## config.mk

```make
export PLATFORM = sky130hd
export DESIGN_NAME = uart_rx_fifo
export DESIGN_NICKNAME = d
export VERILOG_FILES = /design/src/rtl/uart_rx_fifo.sv
export SDC_FILE = /design/constraint.sdc
export NUM_CORES = 1
export LEC_CHECK = 0
export ABC_AREA = 1
export BUFFER_PORTS_ARGS = -buffer_cell sky130_fd_sc_hd__buf_4
export CORE_MARGIN = 2
export CORE_UTILIZATION = 50
export CTS_BUF_LIST = sky130_fd_sc_hd__clkbuf_8 sky130_fd_sc_hd__clkbuf_16
export CTS_CLUSTER_DIAMETER = 100
export DETAILED_ROUTE_END_ITERATION = 16
export PLACE_DENSITY = 0.7
export SLEW_MARGIN = 40
export SYNTH_ARGS = -nofsm -noshare
export SYNTH_HDL_FRONTEND = slang
export SYNTH_SLANG_ARGS = --single-unit
```

## constraint.sdc

```tcl
create_clock -name msoc_clk -period 2.45 [get_ports msoc_clk]
set_clock_uncertainty 0.05 [all_clocks]
set_input_delay 0.49 -clock msoc_clk [delete_from_list [all_inputs] [get_ports msoc_clk]]
set_output_delay 0.49 -clock msoc_clk [all_outputs]
set_load 0.01 [all_outputs]
```

## src/rtl/uart_rx_fifo.sv

```systemverilog
// 8N1 UART receiver (LSB first, idle-high line) feeding a show-ahead receive FIFO,
// with break detection and sticky framing/overrun flags.
module uart_rx_fifo #(
  parameter int CLKS_PER_BIT = 16,
  parameter int DEPTH        = 8,
  parameter int AW           = $clog2(DEPTH)
) (
  input  logic          msoc_clk,
  input  logic          rstn,
  input  logic          rx,
  input  logic          rd_en,
  output logic [7:0]    rd_data,
  output logic          rd_valid,
  output logic [AW:0]   count,
  output logic          frame_err,
  output logic          overrun,
  input  logic          clr_err,
  output logic          u_break,
  output logic [1:0]    dbg_state
);

  typedef enum logic [1:0] {S_IDLE, S_START, S_DATA, S_STOP} state_e;

  localparam int            CW      = $clog2(CLKS_PER_BIT);
  localparam logic [CW-1:0] HALF_M1 = CW'(CLKS_PER_BIT / 2 - 1);
  localparam logic [CW-1:0] FULL_M1 = CW'(CLKS_PER_BIT - 1);
  localparam logic [AW:0]   FULL_C  = (AW+1)'(DEPTH);
  localparam logic [AW:0]   ONE_C   = (AW+1)'(1);

  logic          rx_meta_q, rx_s_q;
  state_e        state_q, state_d;
  logic [CW-1:0] cnt_q, cnt_d;
  logic [2:0]    bit_q, bit_d;
  logic [7:0]    shift_q, shift_d;
  logic          brk_q, brk_d;
  logic          cnt_done;
  logic          push, ferr_set;

  logic [7:0]    mem_q [DEPTH];
  logic [AW-1:0] wr_ptr_q, wr_ptr_d, rd_ptr_q, rd_ptr_d;
  logic [AW:0]   count_q, count_d;
  logic          ferr_q, ferr_d, ovr_q, ovr_d;
  logic          pop, push_ok;

  assign cnt_done = (cnt_q == '0);

  // Line synchroniser resets to the idle level so reset never fakes a start bit.
  always_ff @(posedge msoc_clk or negedge rstn) begin
    if (!rstn) begin
      rx_meta_q <= 1'b1;
      rx_s_q    <= 1'b1;
    end else begin
      rx_meta_q <= rx;
      rx_s_q    <= rx_meta_q;
    end
  end

  always_ff @(posedge msoc_clk or negedge rstn) begin
    if (!rstn) begin
      state_q <= S_IDLE;
      cnt_q   <= '0;
      bit_q   <= '0;
      shift_q <= '0;
      brk_q   <= 1'b0;
    end else begin
      state_q <= state_d;
      cnt_q   <= cnt_d;
      bit_q   <= bit_d;
      shift_q <= shift_d;
      brk_q   <= brk_d;
    end
  end

  always_comb begin
    state_d = state_q;
    cnt_d   = cnt_q;
    bit_d   = bit_q;
    shift_d = shift_q;
    brk_d   = brk_q;
    unique case (state_q)
      S_IDLE: begin
        if (brk_q) begin
          if (rx_s_q) brk_d = 1'b0;
        end else if (!rx_s_q) begin
          state_d = S_START;
          cnt_d   = HALF_M1;
        end
      end
      S_START: begin
        if (!cnt_done) begin
          cnt_d = cnt_q - 1'b1;
        end else if (rx_s_q) begin
          state_d = S_IDLE;
        end else begin
          state_d = S_DATA;
          cnt_d   = FULL_M1;
          bit_d   = '0;
        end
      end
      S_DATA: begin
        if (!cnt_done) begin
          cnt_d = cnt_q - 1'b1;
        end else begin
          shift_d = {rx_s_q, shift_q[7:1]};
          cnt_d   = FULL_M1;
          if (bit_q == 3'd7) state_d = S_STOP;
          else               bit_d   = bit_q + 3'd1;
        end
      end
      S_STOP: begin
        if (!cnt_done) begin
          cnt_d = cnt_q - 1'b1;
        end else begin
          state_d = S_IDLE;
          if (!rx_s_q && shift_q == 8'h00) brk_d = 1'b1;
        end
      end
      default: state_d = S_IDLE;
    endcase
  end

  always_comb begin
    push     = 1'b0;
    ferr_set = 1'b0;
    if (state_q == S_STOP && cnt_done) begin
      push     = rx_s_q;
      ferr_set = !rx_s_q && (shift_q != 8'h00);
    end
  end

  // A full FIFO still accepts a byte when the head is popped in the same cycle.
  assign pop     = rd_en && (count_q != '0);
  assign push_ok = push && ((count_q != FULL_C) || pop);

  always_comb begin
    wr_ptr_d = wr_ptr_q;
    rd_ptr_d = rd_ptr_q;
    count_d  = count_q;
    if (push_ok) wr_ptr_d = wr_ptr_q + AW'(1);
    if (pop)     rd_ptr_d = rd_ptr_q + AW'(1);
    if (push_ok && !pop)      count_d = count_q + ONE_C;
    else if (!push_ok && pop) count_d = count_q - ONE_C;
    ferr_d = (ferr_q & ~clr_err) | ferr_set;
    ovr_d  = (ovr_q & ~clr_err) | (push & ~push_ok);
  end

  always_ff @(posedge msoc_clk or negedge rstn) begin
    if (!rstn) begin
      wr_ptr_q <= '0;
      rd_ptr_q <= '0;
      count_q  <= '0;
      ferr_q   <= 1'b0;
      ovr_q    <= 1'b0;
    end else begin
      wr_ptr_q <= wr_ptr_d;
      rd_ptr_q <= rd_ptr_d;
      count_q  <= count_d;
      ferr_q   <= ferr_d;
      ovr_q    <= ovr_d;
    end
  end

  always_ff @(posedge msoc_clk) begin
    if (push_ok) mem_q[wr_ptr_q] <= shift_q;
  end

  assign rd_valid  = (count_q != '0);
  assign rd_data   = rd_valid ? mem_q[rd_ptr_q] : 8'h00;
  assign count     = count_q;
  assign frame_err = ferr_q;
  assign overrun   = ovr_q;
  assign u_break   = brk_q;
  assign dbg_state = state_q;

endmodule

```

Word-level counts from Yosys, hierarchy flattened
Memory sizes are Yosys's and may differ from the RTL's.
Index checks and enable logic that the tools add are counted.
- flip-flop bits (word level): 32
- bits in writable memories: 64
- bits of input ports: 5
- output and inout bits: 18
- word-level logic and storage cells: 98
- memories: 1
- memory list (name ; depth ; bits a word ; read ports ; clocked after memory_dff ; write ports ; line ; text):
    mem_q ; 8 ; 8 ; 1 ; 0 ; 1 ; 39 ; logic [7:0] mem_q [DEPTH];
- add/sub/neg operators: 6
- equal/unequal tests: 16
- mux-type cells: 32
- bitwise logic cells: 7
- reductions and logical operators: 24
- operator list (operator ; number):
    2-to-1 mux 4 bit ; 8
    inequality test 2 bit (second input constant) ; 10
    one-hot mux 4 bit (4 select lines) ; 1
    2-to-1 mux 2 bit ; 7
    2-to-1 mux 3 bit ; 4
    adder 3 x 1 -> 3 bit (second input constant) ; 3
    logical NOT 8 bit ; 1
    2-to-1 mux 1 bit ; 8
    2-to-1 mux 8 bit ; 1
    one-hot mux 2 bit (4 select lines) ; 1
    nonzero test 8 bit ; 1
    subtractor 4 x 1 -> 4 bit (second input constant) ; 2
    logical AND 1 bit ; 7
    one-hot mux 3 bit (2 select lines) ; 1
    AND reduction 6 bit ; 1
    nonzero test 2 bit ; 3
    AND reduction 5 bit ; 1
    adder 4 x 1 -> 4 bit (second input constant) ; 1
    equality test 2 bit (second input constant) ; 2
    logical NOT 4 bit ; 1
    inequality test 4 bit (second input constant) ; 1
    AND reduction 4 bit ; 1
    nonzero test 4 bit ; 1
    AND 1 bit ; 3
    11 further kinds ; 15

Logic depth before layout (Yosys ltp)
- depth in word-level cells: 8
- mapped depth: 15
- gate-level depth less buffers: 15

Worst setup path before layout
No wires, ideal clock.
- kind: flip-flop to flip-flop
- start point: reg cnt_q[0]
- end point: reg count_q[3], in the netlist count[3]
- setup time: 0.116 ns
- data arrival time: 2.149 ns
- data required time: 2.284 ns
- slack: 0.135 ns
- stages on the path, launching flop included: 16
- buffers on the path: 0
- period minus slack after synthesis: 2.315 ns
- cell sequence: dfrtp_1 > inv_1 > ha_1 > nand3_2 > nor2_4 > nand2_4 > inv_2 > ha_1 > inv_1 > ha_1 > a21oi_1 > nand2_1 > nand2_1 > nand2_1 > nand2_1 > nand2_1
- word-level cells in the longest chain between the ends: 7
- elaborated cells on any way between the ends: 9
- classes of those cells: mux: 2; reduce/logical: 7
- ends and longest elaborated chain (item ; line ; text):
    from (decl) ; 32 ; logic [CW-1:0] cnt_q, cnt_d;
    from (signal assigned) ; 67 ; cnt_q <= cnt_d;
    logical NOT 4 bit (*) ; 45 ; assign cnt_done = (cnt_q == '0);
    logical AND 1 bit (*) ; 125 ; if (state_q == S_STOP && cnt_done) begin
    2-to-1 mux 1 bit (*) ; 125 ;
    logical AND 1 bit (*) ; 133 ; assign push_ok = push && ((count_q != FULL_C) || pop);
    named net push_ok ; 43 ; logic pop, push_ok;
    logical NOT 1 bit ; 142 ; else if (!push_ok && pop) count_d = count_q - ONE_C;
    logical AND 1 bit ; 142 ;
    nonzero test 2 bit (no line) ; - ;
    to (signal assigned) ; 157 ; count_q <= count_d;
    to (decl) ; 41 ; logic [AW:0] count_q, count_d;
The timed path passes the listed nets; every way through them passes the cells marked *.
A chain may end at the register's enable or synchronous reset.

Worst setup path after layout
- start point: reg rd_ptr_q[0]
- end point: out rd_data[3]
- word-level cells in the longest chain between the ends: 2
- ends and longest elaborated chain (item ; line ; text):
    from (decl) ; 40 ; logic [AW-1:0] wr_ptr_q, wr_ptr_d, rd_ptr_q, rd_ptr_d;
    from (signal assigned) ; 156 ; rd_ptr_q <= rd_ptr_d;
    memory read (8 x 8 bit) ; - ;
    2-to-1 mux 8 bit ; 168 ; assign rd_data = rd_valid ? mem_q[rd_ptr_q] : 8'h00;
    to (decl) ; 12 ; output logic [7:0] rd_data,
No other way between the ends.

==> run metrics <==
status=finished with violations; failing checks=negative hold slack; crit-path cells=inv_4 > nand2_1 > nand2_1 > nand2_1 > nand3_1 > nand2_1 > nor2_1 > buf_4; asr flop ratio synth=0.333; Skew-Pair Late Insertion Delay=0.37 ns; worst-path maximum fanout=33; max_cap viols=0; Max Slew Vio Count=0; ANT nets after route=0; IO Pins=23; critical path launch point=rd_ptr_q[0]$_DFFE_PN0P_; Placeable Area=8680 sq um; FF+latch count, synth=96; Layout area overhead=13.3%; diode count=0; Max stage delay cell, worst path=dfrtp_1; Least-Margin Pin Slew=0.667 ns; unrepaired setup endpoints after global routing=false; initial antenna violation count=0; Vias/cell=5.05; max_slew headroom=0.556; H-tree depth=3; Worst setup SP type=flip-flop; port bufs=22; CP Capture Type=output pin; crit path kind=flip-flop to output pin; layout cells sized above 1=0.156; Syn Area/Cell=9.62 sq um; fin util=0.584; total grt overflow=0; final hold vios=13; HPWL after DPL=5.54 mm; count of distinct cell types in the synthesized netlist=26; most common cell in the netlist=nand2_1; TritonCTS Buffers=9; CP Buf/Inv Count=2; fin crit share=0.942; vias in the first global route=3073; Synth Flop Type=edfxtp_1; Post-Syn Area=4470 sq um; share of the synthesized area in the top cell type=0.430; CTS tree=built; 1st-pass router iterations=4; top post-synthesis cells by area=edfxtp_1, dfrtp_1, nand2_1, ha_1, nor2_1; Min-Delay Path Class=input pin to async pin; routed wire length=8.35 mm; R2R depth=15; initial core utilization=0.515; vias=3101; number of cells on the critical path=8; register area share after synthesis=0.609; DRT iter0 DRCs=162; Crit path largest cell delay=0.42 ns; global-route wire length before repair=14.2 mm; syn_nets=485; fin nets=521; Root Buffer=clkbuf_8; Mapped Cells=465; num rows=34; Final setup viols=0; clock tree sinks=96; Post-synth EDFFs=64; Worst path top cell family by delay=simple AND/OR/NAND/NOR gates; Req. time, crit path=1.91 ns; Leak=2.29 nW; most frequent CP cell=nand2_1; clk buf depth=2; # DRC=0; Die Wd=98.6 microns; worst reg-to-reg setup slack=0.23 ns; post-route setup TNS=0 ns; data arrival time at the worst-slack endpoint=1.77 ns; top post-synthesis cells by count=nand2_1, edfxtp_1, nor2_1, inv_1, dfrtp_1; die height=98.6 microns; cell accounting for the most synthesized area=edfxtp_1; gpl congestion=0.813; Critical R2R Launch=cnt_q[1]$_DFFE_PN0P_; Clock Pin Slew Worst Setup and Hold Paths=0.10 ns; routed len/inst=13.6 microns; RR Endpoint=count[3]$_DFFE_PN0P_; Max Clock Freq=433 MHz; Yosys warning total=0; largest net degree at the start of global routing=34; area of the die=9720 sq um; overall routing resource usage=0.185; Peak supply drop=0.576 mV; Tmin final=2.31 ns; worst setup path end=rd_data[3]; hold_ws=-0.0133 ns; Power Density=1130 nW/um^2
[worst reg2reg max path: cells and delay by family (launching register included)]
| family | cells | cell delay [ns] |
|---|---|---|
| DFF | 1 | 0.39 |
| AOI/OAI and AO/OA | 1 | 0.16 |
| and+or+nand+nor | 8 | 0.61 |
| buffers and inverters | 3 | 0.28 |
| adders and majority gates | 3 | 0.64 |
[layout make-up]
class | instances | area [sq um]
well taps | 108 | 135
inverters | 48 | 183
fillers | 735 | 3610
clock inverters | 7 | 85.1
clock buffers | 9 | 124
flip-flops and latches | 96 | 2730
repair buffers | 38 | 289
multi-input cells | 308 | 1530
[worst min path at each step]
| stage | start | endpoint | cells after the start |
|---|---|---|---|
| detailed placement | rx_meta_q$_DFF_PN1_ | rx_s_q$_DFF_PN1_ | 0 |
| global placement | rx_meta_q$_DFF_PN1_ | rx_s_q$_DFF_PN1_ | 0 |
| finish | rstn | dbg_state[0]$_DFFE_PN0P_ | 1 |
| floorplan | rstn | async pin | 0 |
| global route | rstn | bit_q[0]$_DFFE_PN0P_ | 1 |
| CTS | rstn | dbg_state[0]$_DFFE_PN0P_ | 1 |
[cells in the final DEF (no fill, tap or decap), types with 3 or more instances in the layout]
cell,n
nand4_1,6
o21ai_0,20
nand3_1,29
nor3_2,4
a21oi_1,4
nand2_1,158
dfrtp_1,29
inv_2,4
buf_4,37
xnor2_1,5
ha_2,3
clkbuf_8,9
nand3_2,3
nor2_1,46
ha_1,10
inv_1,43
o21ai_1,8
edfxtp_1,64
[where the power goes]
group,internal [mW],leakage [nW],switching [mW],total (mW)
Clock,0.493,0.100,0.587,1.08
Sequential,2.05,0.985,0.351,2.40
Combinational,0.904,1.20,1.36,2.26
[per-stage QoR]
step	setup WS, ns	cells	total power [mW]	area, sq um	hold slack (ns)
5_1_grt	0.000939	614	6.19	5070	0.0224
3_5_place_dp	0.0627	596	4.66	4810	0.303
6_report	0.142	614	5.74	5070	-0.0133
3_3_place_gp	0.169	596	4.60	4810	0.298
4_1_cts	0.0193	612	5.73	5020	0.00554
2_1_floorplan	0.135	465	3.90	4470	0.144
[flip-flops by register name, summed over array words and instances, names as in the netlist, named ones only]
name	flops
wr_ptr_q	3
overrun	1
cnt_q	4
count	4
u_break	1
dbg_state	1
rd_ptr_q	3
shift_q	8
rx_s_q	1
frame_err	1
mem_q	64
rx_meta_q	1
bit_q	3
[routing by layer]
metal,vias to the layer above,GRT usage,wire [microns]
met5,-,0,0
met4,0,0.0685,196
met3,18,0.0418,354
met2,84,0.312,4170
met1,1417,0.234,3620
li1,1582,-,-
[repair_timing]
action / 4_1_cts / 5_1_grt
setup endpoints to repair: 1 / 3
buffers inserted: 0 / 2
hold buffers: 0 / 0
pin swaps: 0 / 1
gates cloned: 0 / 0
resized for setup: 1 / 8
[cell families after synthesis]
| logic type | share of synthesized area |
|---|---|
| flops | 0.609 |
| fa+ha+maj | 0.0436 |
| compound gates | 0.0403 |
| simple gates | 0.238 |
| xor+xnor | 0.0137 |
| buf+inv | 0.0551 |
No activity file was read; power rests on OpenSTA's default activity.
